**config.mk**
```make
export PLATFORM = sky130hd
export DESIGN_NAME = collatz_sweep
export DESIGN_NICKNAME = d
export VERILOG_FILES = /design/src/rtl/collatz_pkg.sv /design/src/rtl/collatz_call_ctrl.sv /design/src/rtl/collatz_sweep.sv
export SDC_FILE = /design/constraint.sdc
export NUM_CORES = 1
export LEC_CHECK = 0
export ABC_AREA = 1
export BUFFER_PORTS_ARGS = -buffer_cell sky130_fd_sc_hd__buf_2
export CORE_MARGIN = 2
export CORE_UTILIZATION = 55
export DETAILED_ROUTE_END_ITERATION = 8
export PLACE_DENSITY = 0.81
export SLEW_MARGIN = 20
export SYNTH_ARGS = -nofsm -noshare
export SYNTH_HDL_FRONTEND = slang
export SYNTH_SLANG_ARGS = --single-unit
```
**constraint.sdc**
```tcl
create_clock -name clk -period 2.6 [get_ports clk]
set_clock_uncertainty 0.2 [all_clocks]
set_input_delay 0.26 -clock clk [delete_from_list [all_inputs] [get_ports clk]]
set_output_delay 0.26 -clock clk [all_outputs]
set_load 0.005 [all_outputs]
```
**src/rtl/collatz_pkg.sv**
```systemverilog
// Shared types and constants for the collatz kernel sweep driver.
// Holds the state encoding, the default data width and the timeout step marker.
package collatz_pkg;

  localparam int DEFAULT_W = 32;

  // Step count reported for an invocation that was abandoned on timeout.
  localparam logic [DEFAULT_W-1:0] TIMEOUT_STEPS = '1;

  typedef enum logic [2:0] {
    S_IDLE,
    S_KRST,
    S_KRUN,
    S_EMIT,
    S_DONE
  } state_t;

  // Timer width able to hold the limit itself; stays at least 1 bit when the timeout is disabled.
  function automatic int timer_width(input int limit);
    return (limit <= 0) ? 1 : $clog2(limit + 1);
  endfunction

endpackage

```
**src/rtl/collatz_call_ctrl.sv**
```systemverilog
// Runs one kernel invocation: reset pulse, start, then wait for finish or timeout.
// A go pulse launches it; done is a single-cycle pulse in the cycle the result is captured.
module collatz_call_ctrl
  import collatz_pkg::*;
#(
  parameter int KRST_CYCLES    = 2,
  parameter int TIMEOUT_CYCLES = 100000
) (
  input  logic clk,
  input  logic rst,
  input  logic go,
  input  logic kern_finish,
  output logic krst_last,
  output logic done,
  output logic timed_out,
  output logic kern_rst_n,
  output logic kern_start
);

  localparam int CW = (KRST_CYCLES <= 1) ? 1 : $clog2(KRST_CYCLES + 1);
  localparam int TW = timer_width(TIMEOUT_CYCLES);

  state_t          phase, phase_n;
  logic [CW-1:0]   krst_cnt;
  logic [TW-1:0]   timer, timer_inc;
  logic            limit_hit;

  always_comb begin
    timer_inc  = (timer == {TW{1'b1}}) ? timer : timer + TW'(1);
    limit_hit  = (TIMEOUT_CYCLES != 0) && (timer_inc == TW'(TIMEOUT_CYCLES));
    krst_last  = (phase == S_KRST) && (krst_cnt == CW'(KRST_CYCLES - 1));
    // A finish seen in the same cycle as the limit takes precedence.
    done       = (phase == S_KRUN) && (kern_finish || limit_hit);
    timed_out  = (phase == S_KRUN) && !kern_finish && limit_hit;
    kern_rst_n = (phase == S_KRUN);
    kern_start = (phase == S_KRUN);
  end

  // NOTE: every signal written in always_comb gets a default first, so no path leaves it unassigned and no latch is inferred.
  always_comb begin
    phase_n = phase;
    unique case (phase)
      S_IDLE:  if (go)        phase_n = S_KRST;
      S_KRST:  if (krst_last) phase_n = S_KRUN;
      S_KRUN:  if (done)      phase_n = S_IDLE;
      default:                phase_n = S_IDLE;
    endcase
  end

  // NOTE: state is updated with non-blocking assignments so every flop samples pre-edge values.
  always_ff @(posedge clk) begin
    if (rst) phase <= S_IDLE;
    else     phase <= phase_n;
  end

  always_ff @(posedge clk) begin
    if (rst) begin
      krst_cnt <= '0;
      timer    <= '0;
    end else begin
      krst_cnt <= (phase == S_KRST) ? krst_cnt + CW'(1) : '0;
      timer    <= (phase == S_KRUN) ? timer_inc : '0;
    end
  end

endmodule

```
**src/rtl/collatz_sweep.sv**
```systemverilog
// Sweep driver for the collatz kernel: one invocation per n, per-n result stream,
// and a summary of the longest trajectory and the number of timed-out invocations.
module collatz_sweep
  import collatz_pkg::*;
#(
  parameter int W              = DEFAULT_W,
  parameter int KRST_CYCLES    = 2,
  parameter int TIMEOUT_CYCLES = 100000
) (
  input  logic         clk,
  input  logic         rst,
  input  logic         cmd_valid,
  output logic         cmd_ready,
  input  logic [W-1:0] cmd_lo,
  input  logic [W-1:0] cmd_count,
  output logic         res_valid,
  input  logic         res_ready,
  output logic [W-1:0] res_n,
  output logic [W-1:0] res_steps,
  output logic         res_timeout,
  output logic         sum_valid,
  output logic [W-1:0] sum_max_n,
  output logic [W-1:0] sum_max_steps,
  output logic [W-1:0] sum_timeouts,
  output logic         kern_rst_n,
  output logic         kern_start,
  output logic [W-1:0] kern_n,
  input  logic         kern_finish,
  input  logic [W-1:0] kern_ret
);

  localparam logic [W-1:0] STEPS_ON_TIMEOUT = '1;

  state_t        state, state_n;
  logic [W-1:0]  cur_n, remaining;
  logic          cmd_fire, res_fire, last_n, go;
  logic          call_krst_last, call_done, call_timed_out;

  collatz_call_ctrl #(
    .KRST_CYCLES    (KRST_CYCLES),
    .TIMEOUT_CYCLES (TIMEOUT_CYCLES)
  ) u_call (
    .clk         (clk),
    .rst         (rst),
    .go          (go),
    .kern_finish (kern_finish),
    .krst_last   (call_krst_last),
    .done        (call_done),
    .timed_out   (call_timed_out),
    .kern_rst_n  (kern_rst_n),
    .kern_start  (kern_start)
  );

  always_comb begin
    cmd_ready = (state == S_IDLE);
    res_valid = (state == S_EMIT);
    cmd_fire  = cmd_ready && cmd_valid;
    res_fire  = res_valid && res_ready;
    last_n    = (remaining == W'(1));
    go        = (cmd_fire && (cmd_count != '0)) || (res_fire && !last_n);
    kern_n    = cur_n;
  end

  always_comb begin
    state_n = state;
    unique case (state)
      S_IDLE: if (cmd_fire)       state_n = (cmd_count != '0) ? S_KRST : S_DONE;
      S_KRST: if (call_krst_last) state_n = S_KRUN;
      S_KRUN: if (call_done)      state_n = S_EMIT;
      S_EMIT: if (res_fire)       state_n = last_n ? S_DONE : S_KRST;
      S_DONE:                     state_n = S_IDLE;
      default:                    state_n = S_IDLE;
    endcase
  end

  always_ff @(posedge clk) begin
    if (rst) state <= S_IDLE;
    else     state <= state_n;
  end

  always_ff @(posedge clk) begin
    if (rst) begin
      cur_n         <= '0;
      remaining     <= '0;
      res_n         <= '0;
      res_steps     <= '0;
      res_timeout   <= 1'b0;
      sum_valid     <= 1'b0;
      sum_max_n     <= '0;
      sum_max_steps <= '0;
      sum_timeouts  <= '0;
    end else begin
      if (cmd_fire) begin
        cur_n         <= cmd_lo;
        remaining     <= cmd_count;
        sum_valid     <= 1'b0;
        sum_max_n     <= '0;
        sum_max_steps <= '0;
        sum_timeouts  <= '0;
      end
      if (call_done) begin
        res_n       <= cur_n;
        res_steps   <= call_timed_out ? STEPS_ON_TIMEOUT : kern_ret;
        res_timeout <= call_timed_out;
      end
      if (res_fire) begin
        // Strict compare keeps the earliest n on ties; timeouts never compete.
        if (!res_timeout && (res_steps > sum_max_steps)) begin
          sum_max_n     <= res_n;
          sum_max_steps <= res_steps;
        end
        sum_timeouts <= sum_timeouts + W'(res_timeout);
        cur_n        <= cur_n + W'(1);
        remaining    <= remaining - W'(1);
      end
      if (state_n == S_DONE) sum_valid <= 1'b1;
    end
  end

endmodule

```
# ---- Word level (Yosys, flattened, before mapping)
# Cells that the tools add are included.
dict set report totals {
  reg_bits 251
  latchBits 0
  ram_bits 0
  rom_bits 0
  in_bits 101
  output_inout_bits 198
  word_cells 83
  n_memories 0
}
dict set report op_classes {
  addsub 5
  n_mul 0
  n_div 0
  order_cmp 1
  n_eq_ne 13
  shifts 0
  n_mux 27
  bitwise 2
  n_reduce_logical 22
}
# op count
set op_table {}
lappend op_table {{$mux 32} 13}
lappend op_table {{$eq 17x17->1 const B} 2}
lappend op_table {{$add 32x1->32} 1}
lappend op_table {{$add 32x1->32 const B} 1}
lappend op_table {{$eq 32x1->1 const B} 1}
lappend op_table {{$gt 32x32->1} 1}
lappend op_table {{$reduce_bool 32->1} 1}
lappend op_table {{$sub 32x1->32 const B} 1}
lappend op_table {{$mux 3} 9}
lappend op_table {{$add 17x1->17 const B} 1}
lappend op_table {{$mux 17} 1}
lappend op_table {{$pmux 3 s4} 1}
lappend op_table {{$eq 3x2->1 const B} 3}
lappend op_table {{$logic_and 1x1->1} 9}
lappend op_table {{$pmux 3 s3} 1}
lappend op_table {{$eq 3x1->1 const B} 2}
lappend op_table {{$logic_not 3->1} 2}
lappend op_table {{$ne 2x2->1 const B} 2}
lappend op_table {{$reduce_bool 2->1} 2}
lappend op_table {{$reduce_or 2->1} 2}
lappend op_table {{$eq 3x3->1 const B} 1}
lappend op_table {{$logic_not 1->1} 3}
lappend op_table {{$reduce_and 3->1} 1}
lappend op_table {{$add 2x1->2 const B} 1}
lappend op_table {{other kinds (5)} 8}

# ---- Logic depth before layout (Yosys ltp)
# Gate-level depths: netlist (run 1).
dict set report depth {
  ltp_word 9
  depth_mapped 18
  mapped_depth_nobuf 16
}

# ---- Modules after synthesis
# A second synthesis (run 1) with hierarchy kept.
dict set report unflattened {
  cells_unflattened 2151
  hier_area_um2 13822.0
}
# mod instances cells_each area_per_inst_um2 seq_area_each_um2
set by_module_without_submodules {}
lappend by_module_without_submodules {collatz_sweep 1 1940 12453.2 4584.4}
lappend by_module_without_submodules {collatz_call_ctrl 1 211 1368.8 420.4}

# ---- Worst setup path before layout (run 1)
# No wires, ideal clock.
dict set report synth_path {
  path_type {register -> register}
  from {register u_call.timer[0]}
  to {register res_n[27]}
  setup_time_ps 113
  t_arrival_ps 2060
  t_required_ps 2287
  setup_slack_ps 228
  path_stages_with_launch 18
  path_buffers 3
  synth_period_minus_slack_ps 2372
  path_cell_list {dfxtp_1 ha_1 nand3_2 nor2_1 nand3_2 buf_6 nand2_2 o21ai_2 nor2_1 nand2_1 nor2_2 nand3_2 nand2_2 buf_6 buf_6 nand2_1 nand2_1 nor2_1}
}
dict set report synth_via {
  elab_chain_len 5
  elab_cells_between_ends 6
  classes_between {add/sub (1); eq/ne (2); mux (1); reduce/logical (2)}
}
# element line_no
set synth_rtl {}
lappend synth_rtl {{start, declared} collatz_call_ctrl.sv:25} ;# logic [TW-1:0] timer, timer_inc;
lappend synth_rtl {{start signal, assigned} collatz_call_ctrl.sv:62} ;# timer <= (phase == S_KRUN) ? timer_inc : '0;
lappend synth_rtl {{$add 17x1->17 or $eq 17x17->1 (tied branches)} collatz_call_ctrl.sv:29} ;# timer_inc = (timer == {TW{1'b1}}) ? timer : timer + TW'(1);
lappend synth_rtl {{$mux 17 *} collatz_call_ctrl.sv:29}
lappend synth_rtl {{$eq 17x17->1 *} collatz_call_ctrl.sv:30} ;# limit_hit = (TIMEOUT_CYCLES != 0) && (timer_inc == TW'(TIMEOUT_CYCLES));
lappend synth_rtl {{$logic_or 1x1->1 *} collatz_call_ctrl.sv:33} ;# done = (phase == S_KRUN) && (kern_finish || limit_hit);
lappend synth_rtl {{$logic_and 1x1->1 *} collatz_call_ctrl.sv:33}
lappend synth_rtl {{end signal, assigned} collatz_sweep.sv:102} ;# res_n <= cur_n;
lappend synth_rtl {{end, declared} collatz_sweep.sv:18} ;# output logic [W-1:0] res_n,
# Every way passes the cells marked *; elsewhere a longest branch is shown, timed or not.
# A chain may end at the register's enable or synchronous reset.

# ---- Final worst setup path (run 1)
dict set report layout_path {
  from {register u_call.timer[1]}
  to {register res_n[22]}
}
# Same word-level chain as after synthesis.

==> results.ini, run 1 <==
[floorplanning]
core_sq_mm=0.02333
die_x_um=157.6
start_util_pct=55.63
die_y_um=157.6
dieArea_sq_mm=0.02484
rows=56
ios=299

[logic_synthesis]
async_flop_share_pct=0
syn_area_sq_mm=0.01298
ys_warn_count=0
synth-main-ff-cell=dfxtp_1
synth-seq-cells=250
synth.most_common_cell=nand2_1
synth_top_area_share_pct=38.56
synth_fp_nets=2066
synth_area_leader_cell=dfxtp_1
synth_cell_types=41
avgSynthCellArea_sq_um=6.739
synthTopCellsByArea=dfxtp_1 (39%), nand2_1 (11%), nor2_1 (11%)
synth-seq-area-share_pct=38.56
synth_common_cells=nand2_1 (377), nor2_1 (364), dfxtp_1 (250), inv_1 (224), o21ai_0 (158)
synth-edff-count=0
syn_inst=1926

[outcome]
violations=hold timing
outcome=complete, but fails checks

[critical_path]
critPathKind=reg2reg
cp_common_cell=nor2_1
slowest_delay_ns=0.36
critPathCaptureType=register
critPathSlowestCell=dfxtp_2
crit_arrival_ns=2.86
required_ns=2.88
crit_fanout=7
crit_chain=ha_4 > nand2_2 > nor2_4 > nand2_2 > buf_4 > xor2_1 > nor2_1 > nand3_1 > nor2_2 > nand3_2 > nand2_8 > buf_12 > buf_4 > nor2_1 > nor2_1
start_kind=register

[power_and_ir_drop]
vdd_drop_max_mv=0.5395
p_leak_nw=8.024
p_per_area_mw_per_mm2=572.9

[grt]
grt_usage_pct=32.58
grt_start_max_net_pins=109
grt_pass1_vias=13700
overflow=0
antenna_found_initial=0
grt_pass1_wl_um=66360

[timing]
maxSlewHeadroom_pct=55.90
setup_violations=0
min_period_ns=2.576
tightest_slew_ns=0.6615
final.period_utilization_pct=99.07
whs_ns=-0.005578
hold_violations=1
grt_setup_unrepaired=yes
finalMaxSlewViolations=0
timing.fmax_ghz=0.3882

[place]
place_hpwl_um=28590
gp_congestion=0.9603
port-buffer-count=298

[route]
wl_per_cell_um=16.94
drc=0
drt_pass1_iterations=7
avgViaCountPerCell=5.667
via_count=15150
wl_um=45290
drtIter0Drc=1301
ant_nets=0

[layout]
area_delta_synth_final_pct=35.69
fillers=1709
final_util_pct=75.48
final_nets=2474
layout-drive-gt1-share_pct=22.38
antenna_cells=0

[clock_tree]
ctsHtreeMaxLevel=1
clkSinkCount=250
clockBufferDepth=3
clkSlewWorstSetupHoldPaths_ns=0.06
cts-root-buf=clkbuf_16
cts_made_buffers=29
cts_tree=built
clkLatencyLatePin_ns=0.56

[job]
drv_cap=0

[hold_path]
hold_class=in2reg

[final cells by class]
type	instances	area (sq um)	share of cell area [%]
clock inverters	13	151.4	0.8597
clock buffers	39	833.3	4.732
repair buffers	470	3286	18.66
flip-flops and latches	250	5047	28.66
inverters	227	853.3	4.845
well taps	319	399.1	2.266
multi-input cells	1356	7041	39.98
[stage by stage]
step	total power [mW]	instances	area [sq um]	setup WS [ns]	setup TNS (ns)
floorplan	5.069	1926	12980	0.2275	0
global placement	5.592	2502	14980	0.08292	0
detailed placement	5.627	2502	14980	0.01203	0
CTS	9.886	2651	16940	0.003117	0
global route	10.42	2674	17610	-0.08984	-1.348
finish	10.09	2674	17610	0.02421	0
[state kept, by name, indices dropped and copies added (netlist names)]
| signal | cells |
|---|---|
| sum_max_n | 32 |
| res_timeout | 1 |
| remaining | 32 |
| u_call.phase | 2 |
| res_n | 32 |
| state | 3 |
| u_call.timer | 17 |
| kern_n | 32 |
| sum_valid | 1 |
| sum_timeouts | 32 |
| res_steps | 32 |
| u_call.krst_cnt | 2 |
| sum_max_steps | 32 |
[layout by cell type (no fill, tap or decap), types with 27 or more instances in the layout]
cell / count
a22oi_1: 63
xor2_1: 27
buf_2: 297
nand2_1: 364
ha_1: 35
inv_1: 223
a31oi_1: 39
clkbuf_16: 36
dlygate4sd3_1: 97
nand3_1: 68
o21ai_0: 143
a21oi_1: 79
nor2_1: 345
buf_4: 55
dfxtp_1: 222
nand4_1: 27
[repair_timing]
action,4_1_cts,5_1_grt
hold buffers,97,0
buffers inserted,0,12
endpoints found under the hold margin,99,0
gates cloned,0,11
resized for setup,2,120
pin swaps,0,25
setup endpoints to repair,11,142
[kinds of logic (layout without fill, tap and decap cells)]
kind of cell    after synthesis  count (layout)  share of synthesized area, %
simple gates                895             897                         28.07
fa+ha+maj                    39              39                         3.760
xor+xnor                     32              32                         2.159
buf+inv                     322             749                         9.814
compound gates              388             388                         17.63
flops                       250             250                         38.56
[worst max-delay path, delay by kind of cell, from the launching register on]
| family | cells | cell delay (ns) |
|---|---|---|
| AND/OR/NAND/NOR | 10 | 1.21 |
| buffers and inverters | 3 | 0.41 |
| flip-flops | 1 | 0.36 |
| adder cells (fa/ha/maj) | 1 | 0.17 |
| XOR/XNOR | 1 | 0.14 |
[path summary, 6_finish.rpt]
check	cells after the start	slack, ns	start	end
hold / removal	5	-0.006	cmd_count[3]	remaining[3]
setup / recovery	15	0.02	u_call.timer[1]	res_n[22]
hold reg to reg	1	0.23	u_call.krst_cnt[0]	u_call.krst_cnt[0]
setup reg to reg	15	0.02	u_call.timer[1]	res_n[22]
[power breakdown]
part / internal [mW] / switching [mW]
logic: 0.693 / 1.11
clock network: 2.53 / 1.67
registers: 3.95 / 0.134
total: 7.17 / 2.92
[layer usage]
layer	up-vias	GRT usage, %	routed length, um	part of all wire, %
met5	-	0	0	0
met4	0	13.85	1759	3.9
met3	158	6.953	4614	10
met2	877	55.79	21430	47
met1	6996	39.63	17480	39
li1	7122	-	-	-
(Power assumes the default switching activity.)
==> run 2: changes to the inputs <==
Settings changed: SETUP_SLACK_MARGIN set to 0.2.
==> results.ini, run 2 (same netlist as run 1, synthesis figures left out) <==
[floorplanning]
dieArea_sq_mm=0.02484  ; unchanged
ios=299  ; unchanged
die_y_um=157.6  ; unchanged
start_util_pct=55.63  ; unchanged
core_sq_mm=0.02333  ; unchanged
rows=56  ; unchanged
die_x_um=157.6  ; unchanged

[outcome]
outcome=complete, but fails checks  ; unchanged
violations=hold timing, setup timing  ; was hold timing

[critical_path]
required_ns=2.86  ; was 2.88 ns
r2r-start=res_steps[9]  ; was u_call.timer[1]
timing.rr.end=sum_max_n[0]  ; was res_n[22]
start_kind=register  ; unchanged
critPathKind=reg2reg  ; unchanged
reg2reg_depth=10  ; was 15
reg2reg_slack_ns=-0.03  ; was 0.02 ns
crit_fanout=5  ; was 7
critPathCaptureType=register  ; unchanged
crit_arrival_ns=2.89  ; was 2.86 ns

[place]
port-buffer-count=298  ; unchanged
dp.cells=2502  ; unchanged
gp_congestion=0.9603  ; unchanged
post-place-ws_ns=0.01203  ; unchanged
place_hpwl_um=28590  ; unchanged

[hold_path]
hold_class=in2reg  ; unchanged
hp-start=cmd_count[3]  ; unchanged
min_to=remaining[3]  ; unchanged
min_delay_path_depth=5  ; unchanged

[clock_tree]
cts-root-buf=clkbuf_16  ; unchanged
clockBufferDepth=3  ; unchanged
clkSlewWorstSetupHoldPaths_ns=0.07  ; was 0.06 ns
cts_tree=built  ; unchanged
cts_made_buffers=29  ; unchanged
ctsHtreeMaxLevel=1  ; unchanged
clkLatencyLatePin_ns=0.57  ; was 0.56 ns
clkSinkCount=250  ; unchanged

[grt]
antenna_found_initial=1  ; was 0
grt_pass1_wl_um=69970  ; was 66360 um
grt_pass1_vias=14280  ; was 13.70k
overflow=0  ; unchanged
grt_usage_pct=34.50  ; was 32.58%
grtUsageMet2_pct=58.00  ; was 55.79%
grt_start_max_net_pins=109  ; unchanged
top_usage_layer=met2  ; unchanged
grt_use_met1_pct=41.63  ; was 39.63%
met3_usage_pct=7.857  ; was 6.953%

[route]
wl_um=50550  ; was 45290 um
avgViaCountPerCell=5.878  ; was 5.667
drt_pass1_iterations=6  ; was 7
drtIter0Drc=1753  ; was 1301
ant_nets=0  ; unchanged
wl_per_cell_um=18.67  ; was 16.94 um
via_count=15920  ; was 15.15k
drc=0  ; unchanged

[timing]
worst_slack_ns=-0.03076  ; was 0.02421 ns
min_period_ns=2.631  ; was 2.576 ns
timing.fmax_ghz=0.3801  ; was 0.3882 GHz
setup_violations=3  ; was 0
tightest_slew_ns=0.7198  ; was 0.6615 ns
final.period_utilization_pct=101.2  ; was 99.07%
hold_violations=1  ; unchanged
finalMaxSlewViolations=0  ; unchanged
maxSlewHeadroom_pct=52.01  ; was 55.90%
whs_ns=-0.009564  ; was -0.005578 ns
grt_setup_unrepaired=yes  ; unchanged

[layout]
final_nets=2508  ; was 2474
instances_no_fill=2708  ; was 2674
layout_commonest_cell=nand2_1  ; unchanged
area_delta_synth_final_pct=44.51  ; was 35.69%
final_util_pct=80.38  ; was 75.48%
antenna_cells=0  ; unchanged
layout-drive-gt1-share_pct=29.76  ; was 22.38%
mostFrequentLayoutCells=nand2_1 (345), nor2_1 (325), buf_2 (297)  ; was nand2_1 (364), nor2_1 (345), buf_2 (297)

[power_and_ir_drop]
vdd_drop_max_mv=0.5307  ; was 0.5395 mV
p_per_area_mw_per_mm2=548.7  ; was 572.9 mW/mm^2
p_leak_nw=8.510  ; was 8.024 nW
finalPower_mw=10.29  ; was 10.09 mW

[job]
drv_cap=0  ; unchanged

-- run 2: worst max-delay path by stage --
stage	start	end	slack [ns]	cells after the start
6_report	res_steps[9]	sum_max_n[0]	-0.03	10
5_1_grt	u_call.timer[8]	res_steps[7]	-0.20	16
4_1_cts	u_call.timer[1]	res_n[16]	0.13	18
3_5_place_dp	sum_max_steps[3]	sum_max_steps[1]	0.01	13
3_3_place_gp	sum_max_steps[31]	sum_max_n[18]	0.08	12
2_1_floorplan	u_call.timer[0]	res_n[27]	0.23	17
-- run 2: what timing repair did --
item / in CTS / in global routing
endpoints found under the hold margin: 99 / 0
pin swaps: 29 / 62
setup endpoints to repair: 135 / 182
cloned: 5 / 9
hold buffers: 97 / 0
buffers inserted: 20 / 23
resized for setup: 172 / 221
-- run 2: area by class of cell --
type	instances	area (sq um)
multi-input cells	1354	7669
flip-flops and latches	250	5087
fillers	1477	4577
repair buffers	506	3755
inverters	227	860.8
clock buffers	39	833.3
well taps	319	399.1
clock inverters	13	151.4
-- run 2: report_power, final --
part           total (mW)  switching (mW)  internal (mW)
sequential           4.10           0.149           3.95
combinational        1.95            1.20          0.748
clock                4.24            1.71           2.53
total                10.3            3.06           7.23
-- run 2: metrics by stage --
step	setup TNS, ns	area [sq um]
3_5_place_dp	0	14980
4_1_cts	0	17640
3_3_place_gp	0	14980
6_report	-0.04280	18760
2_1_floorplan	0	12980
5_1_grt	-3.422	18760
-- run 2: critical path, cell delays in order, from the launching register on --
cell       delay (ns)
dfxtp_1          0.55
ha_1             0.32
nand4_1          0.16
buf_4            0.15
nor3_4           0.04
a211oi_4         0.38
nand2_4          0.16
buf_12           0.18
clkbuf_16        0.17
o21ai_1          0.16
nor2_1           0.07
-- run 2: layer usage --
metal,vias up,part of all wire (%),wire (um)
met5,-,0.026,13
met4,2,5.3,2674
met3,244,10,5161
met2,1054,47,23690
met1,7420,38,19000
li1,7198,-,-
